<file path="config.mk">
export PLATFORM = sky130hd
export DESIGN_NAME = eig_seq_ctrl_flat
export DESIGN_NICKNAME = d
export VERILOG_FILES = /design/src/rtl/eig_seq_ctrl_if.sv /design/src/rtl/eig_seq_ctrl.sv /design/src/flat_wrapper.sv
export SDC_FILE = /design/constraint.sdc
export NUM_CORES = 1
export LEC_CHECK = 0
export ABC_AREA = 1
export CAP_MARGIN = 0
export CORE_MARGIN = 3
export CORE_UTILIZATION = 40
export CTS_BUF_LIST = sky130_fd_sc_hd__clkbuf_8
export DETAILED_ROUTE_END_ITERATION = 16
export PLACE_DENSITY = 0.82
export SLEW_MARGIN = 30
export SYNTH_ARGS = -nofsm -noshare
export SYNTH_HDL_FRONTEND = slang
export SYNTH_SLANG_ARGS = --single-unit
</file>
<file path="constraint.sdc">
create_clock -name clk_i -period 1.59 [get_ports clk_i]
set_input_delay 0.318 -clock clk_i [delete_from_list [all_inputs] [get_ports clk_i]]
set_output_delay 0.318 -clock clk_i [all_outputs]
set_load 0.05 [all_outputs]
</file>
<file path="src/rtl/eig_seq_ctrl_if.sv">
// Handshake/bus bundle between the eigen-solver sequencer, eig_core and the output loader.
// master: the side driving start/core/loader status; slave: the sequencer itself.
interface eig_seq_ctrl_if;
   localparam int unsigned WORD_W = 32;
   localparam int unsigned MODE_W = 3;

   logic              calc_start;
   logic              core_busy;
   logic [WORD_W-1:0] core_kappa;
   logic [WORD_W-1:0] core_inv_kappa;
   logic [MODE_W-1:0] core_regime;
   logic              ol_busy;

   logic              ol_start;
   logic [MODE_W-1:0] ol_mode;
   logic [WORD_W-1:0] ol_word_a;
   logic [WORD_W-1:0] ol_word_b;
   logic              res_valid;
   logic              seq_busy;
   logic              err_overrun;
   logic              err_timeout;

   modport master (
      output calc_start, core_busy, core_kappa, core_inv_kappa, core_regime, ol_busy,
      input  ol_start, ol_mode, ol_word_a, ol_word_b, res_valid, seq_busy,
             err_overrun, err_timeout
   );

   modport slave (
      input  calc_start, core_busy, core_kappa, core_inv_kappa, core_regime, ol_busy,
      output ol_start, ol_mode, ol_word_a, ol_word_b, res_valid, seq_busy,
             err_overrun, err_timeout
   );
endinterface

</file>
<file path="src/rtl/eig_seq_ctrl.sv">
// Sequencer: start -> wait for eig_core -> capture result -> launch output loader.
// Optional wait-state timeout with ABORT is enabled by defining EIG_SEQ_TIMEOUT_EN.
module eig_seq_ctrl #(
   parameter int unsigned TIMEOUT_CYC = 1024
) (
   input logic            clk_i,
   input logic            rst_i,
   eig_seq_ctrl_if.slave  seq_if
);
   localparam int unsigned WORD_W = 32;
   localparam int unsigned MODE_W = 3;
   localparam int unsigned CNT_W  = 16;

   if (TIMEOUT_CYC < 2 || TIMEOUT_CYC > 65535) begin : g_bad_timeout_cyc
      $error("eig_seq_ctrl: TIMEOUT_CYC must be within 2..65535");
   end

   typedef enum logic [2:0] {
      S_IDLE    = 3'd0,
      S_ARM     = 3'd1,
      S_RUN     = 3'd2,
      S_LAUNCH  = 3'd3,
      S_OL_WAIT = 3'd4,
      S_OL_DONE = 3'd5,
      S_ABORT   = 3'd6
   } state_e;

   state_e              state_q, state_d;
   logic [WORD_W-1:0]   word_a_q, word_a_d;
   logic [WORD_W-1:0]   word_b_q, word_b_d;
   logic [MODE_W-1:0]   mode_q, mode_d;
   logic                ol_start_q, ol_start_d;
   logic                res_valid_q, res_valid_d;
   logic                seq_busy_q, seq_busy_d;
   logic                err_overrun_q, err_overrun_d;
   logic                timeout_hit_c;

`ifdef EIG_SEQ_TIMEOUT_EN
   logic [CNT_W-1:0]    cnt_q, cnt_d;
   logic                err_timeout_q, err_timeout_d;
   logic                cnt_run_c;

   // Timeout fires when this cycle would be the TIMEOUT_CYC-th spent in the wait state
   always_comb begin
      cnt_run_c     = (state_q == S_ARM) || (state_q == S_RUN) ||
                      (state_q == S_OL_WAIT) || (state_q == S_OL_DONE);
      timeout_hit_c = cnt_run_c &&
                      ((17'(cnt_q) + 17'd1) >= 17'(TIMEOUT_CYC));
   end

   always_comb begin
      cnt_d         = cnt_q;
      err_timeout_d = err_timeout_q;
      if (state_d != state_q) begin
         cnt_d = '0;
      end else if (cnt_run_c) begin
         cnt_d = cnt_q + CNT_W'(1);
      end
      if (state_d == S_ABORT) begin
         err_timeout_d = 1'b1;
      end
   end

   always_ff @(posedge clk_i) begin
      if (rst_i) begin
         cnt_q         <= '0;
         err_timeout_q <= 1'b0;
      end else begin
         cnt_q         <= cnt_d;
         err_timeout_q <= err_timeout_d;
      end
   end

   assign seq_if.err_timeout = err_timeout_q;
`else
   assign timeout_hit_c      = 1'b0;
   assign seq_if.err_timeout = 1'b0;
`endif

   // Next-state and registered-output decode
   always_comb begin
      state_d       = state_q;
      word_a_d      = word_a_q;
      word_b_d      = word_b_q;
      mode_d        = mode_q;
      ol_start_d    = 1'b0;
      res_valid_d   = 1'b0;
      err_overrun_d = err_overrun_q;

      // A start while busy (including the cycle that returns to IDLE) is dropped
      if (seq_if.calc_start && seq_busy_q) begin
         err_overrun_d = 1'b1;
      end

      unique case (state_q)
         S_IDLE: begin
            if (seq_if.calc_start) begin
               state_d = S_ARM;
            end
         end
         S_ARM: begin
            if (seq_if.core_busy) begin
               state_d = S_RUN;
            end else if (timeout_hit_c) begin
               state_d = S_ABORT;
            end
         end
         S_RUN: begin
            if (!seq_if.core_busy) begin
               word_a_d    = seq_if.core_kappa;
               word_b_d    = seq_if.core_inv_kappa;
               mode_d      = seq_if.core_regime;
               res_valid_d = 1'b1;
               state_d     = S_LAUNCH;
            end else if (timeout_hit_c) begin
               state_d = S_ABORT;
            end
         end
         S_LAUNCH: begin
            if (!seq_if.ol_busy) begin
               ol_start_d = 1'b1;
               state_d    = S_OL_WAIT;
            end
         end
         S_OL_WAIT: begin
            if (seq_if.ol_busy) begin
               state_d = S_OL_DONE;
            end else if (timeout_hit_c) begin
               state_d = S_ABORT;
            end
         end
         S_OL_DONE: begin
            if (!seq_if.ol_busy) begin
               state_d = S_IDLE;
            end else if (timeout_hit_c) begin
               state_d = S_ABORT;
            end
         end
         S_ABORT: begin
            state_d = S_IDLE;
         end
         default: begin
            state_d = S_IDLE;
         end
      endcase

      seq_busy_d = (state_d != S_IDLE);
   end

   always_ff @(posedge clk_i) begin
      if (rst_i) begin
         state_q       <= S_IDLE;
         word_a_q      <= '0;
         word_b_q      <= '0;
         mode_q        <= '0;
         ol_start_q    <= 1'b0;
         res_valid_q   <= 1'b0;
         seq_busy_q    <= 1'b0;
         err_overrun_q <= 1'b0;
      end else begin
         state_q       <= state_d;
         word_a_q      <= word_a_d;
         word_b_q      <= word_b_d;
         mode_q        <= mode_d;
         ol_start_q    <= ol_start_d;
         res_valid_q   <= res_valid_d;
         seq_busy_q    <= seq_busy_d;
         err_overrun_q <= err_overrun_d;
      end
   end

   assign seq_if.ol_start    = ol_start_q;
   assign seq_if.ol_mode     = mode_q;
   assign seq_if.ol_word_a   = word_a_q;
   assign seq_if.ol_word_b   = word_b_q;
   assign seq_if.res_valid   = res_valid_q;
   assign seq_if.seq_busy    = seq_busy_q;
   assign seq_if.err_overrun = err_overrun_q;
endmodule

</file>
<file path="src/flat_wrapper.sv">
// flat-port wrapper written by rule: the top's interface ports become plain ports
module eig_seq_ctrl_flat 
#(
   parameter int unsigned TIMEOUT_CYC = 1024
)
  (clk_i, rst_i, seq_if_calc_start, seq_if_core_busy, seq_if_core_kappa, seq_if_core_inv_kappa, seq_if_core_regime, seq_if_ol_busy, seq_if_ol_start, seq_if_ol_mode, seq_if_ol_word_a, seq_if_ol_word_b, seq_if_res_valid, seq_if_seq_busy, seq_if_err_overrun, seq_if_err_timeout);
  eig_seq_ctrl_if seq_if_i ();
  input logic clk_i;
  input logic rst_i;
  input wire logic [$bits(seq_if_i.calc_start)-1:0] seq_if_calc_start;
  input wire logic [$bits(seq_if_i.core_busy)-1:0] seq_if_core_busy;
  input wire logic [$bits(seq_if_i.core_kappa)-1:0] seq_if_core_kappa;
  input wire logic [$bits(seq_if_i.core_inv_kappa)-1:0] seq_if_core_inv_kappa;
  input wire logic [$bits(seq_if_i.core_regime)-1:0] seq_if_core_regime;
  input wire logic [$bits(seq_if_i.ol_busy)-1:0] seq_if_ol_busy;
  output wire logic [$bits(seq_if_i.ol_start)-1:0] seq_if_ol_start;
  output wire logic [$bits(seq_if_i.ol_mode)-1:0] seq_if_ol_mode;
  output wire logic [$bits(seq_if_i.ol_word_a)-1:0] seq_if_ol_word_a;
  output wire logic [$bits(seq_if_i.ol_word_b)-1:0] seq_if_ol_word_b;
  output wire logic [$bits(seq_if_i.res_valid)-1:0] seq_if_res_valid;
  output wire logic [$bits(seq_if_i.seq_busy)-1:0] seq_if_seq_busy;
  output wire logic [$bits(seq_if_i.err_overrun)-1:0] seq_if_err_overrun;
  output wire logic [$bits(seq_if_i.err_timeout)-1:0] seq_if_err_timeout;
  assign seq_if_i.calc_start = seq_if_calc_start;
  assign seq_if_i.core_busy = seq_if_core_busy;
  assign seq_if_i.core_kappa = seq_if_core_kappa;
  assign seq_if_i.core_inv_kappa = seq_if_core_inv_kappa;
  assign seq_if_i.core_regime = seq_if_core_regime;
  assign seq_if_i.ol_busy = seq_if_ol_busy;
  assign seq_if_ol_start = seq_if_i.ol_start;
  assign seq_if_ol_mode = seq_if_i.ol_mode;
  assign seq_if_ol_word_a = seq_if_i.ol_word_a;
  assign seq_if_ol_word_b = seq_if_i.ol_word_b;
  assign seq_if_res_valid = seq_if_i.res_valid;
  assign seq_if_seq_busy = seq_if_i.seq_busy;
  assign seq_if_err_overrun = seq_if_i.err_overrun;
  assign seq_if_err_timeout = seq_if_i.err_timeout;
  eig_seq_ctrl #(.TIMEOUT_CYC(TIMEOUT_CYC)) u_core (.clk_i(clk_i), .rst_i(rst_i), .seq_if(seq_if_i));
endmodule
</file>
==> flow_summary.json <==
{
  "outcome": "completed",
  "r2r_start": "u_core.state_q[0]",
  "ys_types": 22,
  "slowest_delay_ns": 0.42,
  "crit_start": "seq_if_core_busy",
  "critPathMaxFanout": 43,
  "clk_pin_slew_ns": 0.07,
  "drv_slew": 0,
  "port_buffers": 142,
  "hold_path_class": "reg -> reg",
  "post_cts_buffers": 0,
  "cts-resized-gates": 0,
  "required_ns": 1.81,
  "syn_nets": 407,
  "vias": 2612,
  "fillers": 504,
  "min_from": "u_core.seq_if.err_overrun",
  "p_leak_nw": 1.77,
  "initial_core_util_pct": 42.9,
  "ir_worst_vdd_v": 0.000652,
  "cts_tree": "built",
  "cts_max_level": 3,
  "fin_crit_sh_pct": 79.6,
  "routed_wl_um": 7120,
  "cp_data_arrival_time_ns": 1.49,
  "cellPowerDensity_nw_per_um2": 1060,
  "yosysMostFrequentCell": "nor2_1",
  "drive_gt1_share_pct": 20.4,
  "max_cap_violations": 0,
  "antenna_found_initial": 0,
  "globalplace.congestion": 0.841,
  "crit_slowest_cell": "clkdlybuf4s50_1",
  "cts.sinks": 74,
  "synth_ff_type": "dfxtp_1",
  "seq_area_frac_synth_pct": 56.3,
  "multi_input_area_um2": 977,
  "die_h_um": 87.1,
  "max_freq_mhz": 790,
  "setup_viol": 0,
  "dieArea_um2": 7590,
  "rsz0062_at_grt": "false",
  "path_class": "in -> reg",
  "yosysWarningCount": 0,
  "syn_area_um2": 2630,
  "drtAntennaViolNets": 0,
  "clock_path_buffers": 2,
  "track_usage_pct": 18.8,
  "worst_path_most_repeated_cell": "nor2_1",
  "utilization_pct": 67.7,
  "synth-edff-count": 0,
  "hold_violations": 0,
  "grt_pass1_wl_um": 11200,
  "async_flop_share_pct": 0,
  "rows": 28,
  "ys_seq_elements": 74,
  "avgViaCountPerCell": 4.71,
  "fin_crit_ns": 1.27,
  "syn_to_final_growth_pct": 57.6,
  "crit_family": "buffers and inverters",
  "drc": 0,
  "overflow": 0,
  "cts-hold-fix-buffers": 0,
  "antenna_cells": 0,
  "synthTopCellsByArea": "dfxtp_1 56%, nor2_1 20%, o21ai_0 11%",
  "die_w_um": 87.1,
  "clk_latency_ns": 0.33,
  "cts_inserted_buffers": 9,
  "wl_per_cell_um": 12.8,
  "initialDrtViolationCount": 82,
  "grt_start_max_net_pins": 49,
  "cts_root_buffer": "clkbuf_8",
  "hpwl_um": 5060,
  "grt_pass1_vias": 2473,
  "crit_buf_inv": 2,
  "coreArea_um2": 6130,
  "crit_path_start_kind": "input pin",
  "io_pins": 144,
  "synth_area_leader_cell": "dfxtp_1",
  "regArea_um2": 1480,
  "drt_pass1_iterations": 5,
  "synthTopCellsByCount": "141 x nor2_1, 74 x dfxtp_1, 59 x o21ai_0, 10 x clkbuf_1, 9 x nand2_1",
  "end_kind": "flop",
  "hold_ws_ns": 0.476,
  "skew_ns": 0.00821,
  "syn_inst": 335,
  "nNetsFinal": 547,
  "syn_area_per_cell_um2": 7.86,
  "yosys.area.top_type_share_pct": 56.3,
  "path_cells": "clkdlybuf4s50_1, nor2_1, nand2_4, buf_12, o21ai_0, nor2_1"
}
==> logic make-up after synthesis <==
kind of cell / count (synthesis) / share of synthesized area, %
DFF: 74 / 56.3
other: 1 / 0.142
buffers and inverters: 32 / 6.61
AOI/OAI and AO/OA: 72 / 14.0
and+or+nand+nor: 156 / 23.0
==> cells in the final DEF, fill, tap and decap left out, types with 2 or more instances in the layout <==
| cell | count |
|---|---|
| inv_2 | 3 |
| a21oi_1 | 2 |
| buf_4 | 76 |
| o21ai_1 | 8 |
| buf_12 | 4 |
| nand2_1 | 9 |
| o21ai_0 | 59 |
| nor2_1 | 141 |
| nand3_1 | 3 |
| dfxtp_1 | 74 |
| inv_1 | 10 |
| clkbuf_8 | 11 |
| clkdlybuf4s50_1 | 71 |
==> flip-flops by register name, indices dropped and copies added, names as in the netlist <==
register / flops
u_core.seq_if.err_overrun: 1
u_core.seq_if.ol_mode: 3
u_core.seq_if.seq_busy: 1
u_core.seq_if.ol_start: 1
u_core.state_q: 3
u_core.seq_if.ol_word_a: 32
u_core.seq_if.ol_word_b: 32
u_core.seq_if.res_valid: 1
==> area by class of cell <==
| cell class | count | share of cell area [%] |
|---|---|---|
| clock buffer | 11 | 3.65 |
| clock inverter | 5 | 1.12 |
| inverter | 10 | 0.905 |
| multi-input combinational | 229 | 23.6 |
| sequential | 74 | 35.7 |
| tap | 75 | 2.26 |
| timing repair buffer | 151 | 32.8 |
==> worst min-delay path: cells and delay by family (launching register included) <==
kind	cells	cell delay, ns
AO/OA/AOI/OAI	1	0.04
AND/OR/NAND/NOR	1	0.07
flip-flops	1	0.33
==> final timing paths <==
| path | end | slack, ns | cells after the start |
|---|---|---|---|
| max | u_core.seq_if.ol_word_a[23] | 0.32 | 6 |
| max reg2reg | u_core.seq_if.ol_word_a[23] | 0.36 | 5 |
| min reg2reg | u_core.seq_if.err_overrun | 0.48 | 2 |
| min | u_core.seq_if.err_overrun | 0.48 | 2 |
==> metal layers <==
layer | track usage (%) | part of all wire [%]
met2 | 31.5 | 47
met5 | 0 | 0
met3 | 7.10 | 10
met1 | 21.8 | 41
met4 | 6.97 | 1.6
==> where the power goes <==
part / leakage, nW / internal (mW) / switching (mW) / total, mW
logic: 1.06 / 0.380 / 0.562 / 0.942
registers: 0.599 / 1.95 / 0.0580 / 2.01
clock network: 0.113 / 0.792 / 0.635 / 1.43
total: 1.77 / 3.12 / 1.25 / 4.38
==> metrics by stage <==
stage	setup TNS (ns)	cell area [um2]	cells	total power, mW	worst slack, ns
global placement	0	3950	539	2.98	0.0264
finish	0	4150	555	4.38	0.324
global route	0	4150	555	4.58	0.222
CTS	0	4150	555	4.43	0.323
floorplan	0	2630	335	2.61	0.457
detailed placement	-0.284	3950	539	3.00	-0.0383
Note: power is estimated with default switching activity, not from simulation.
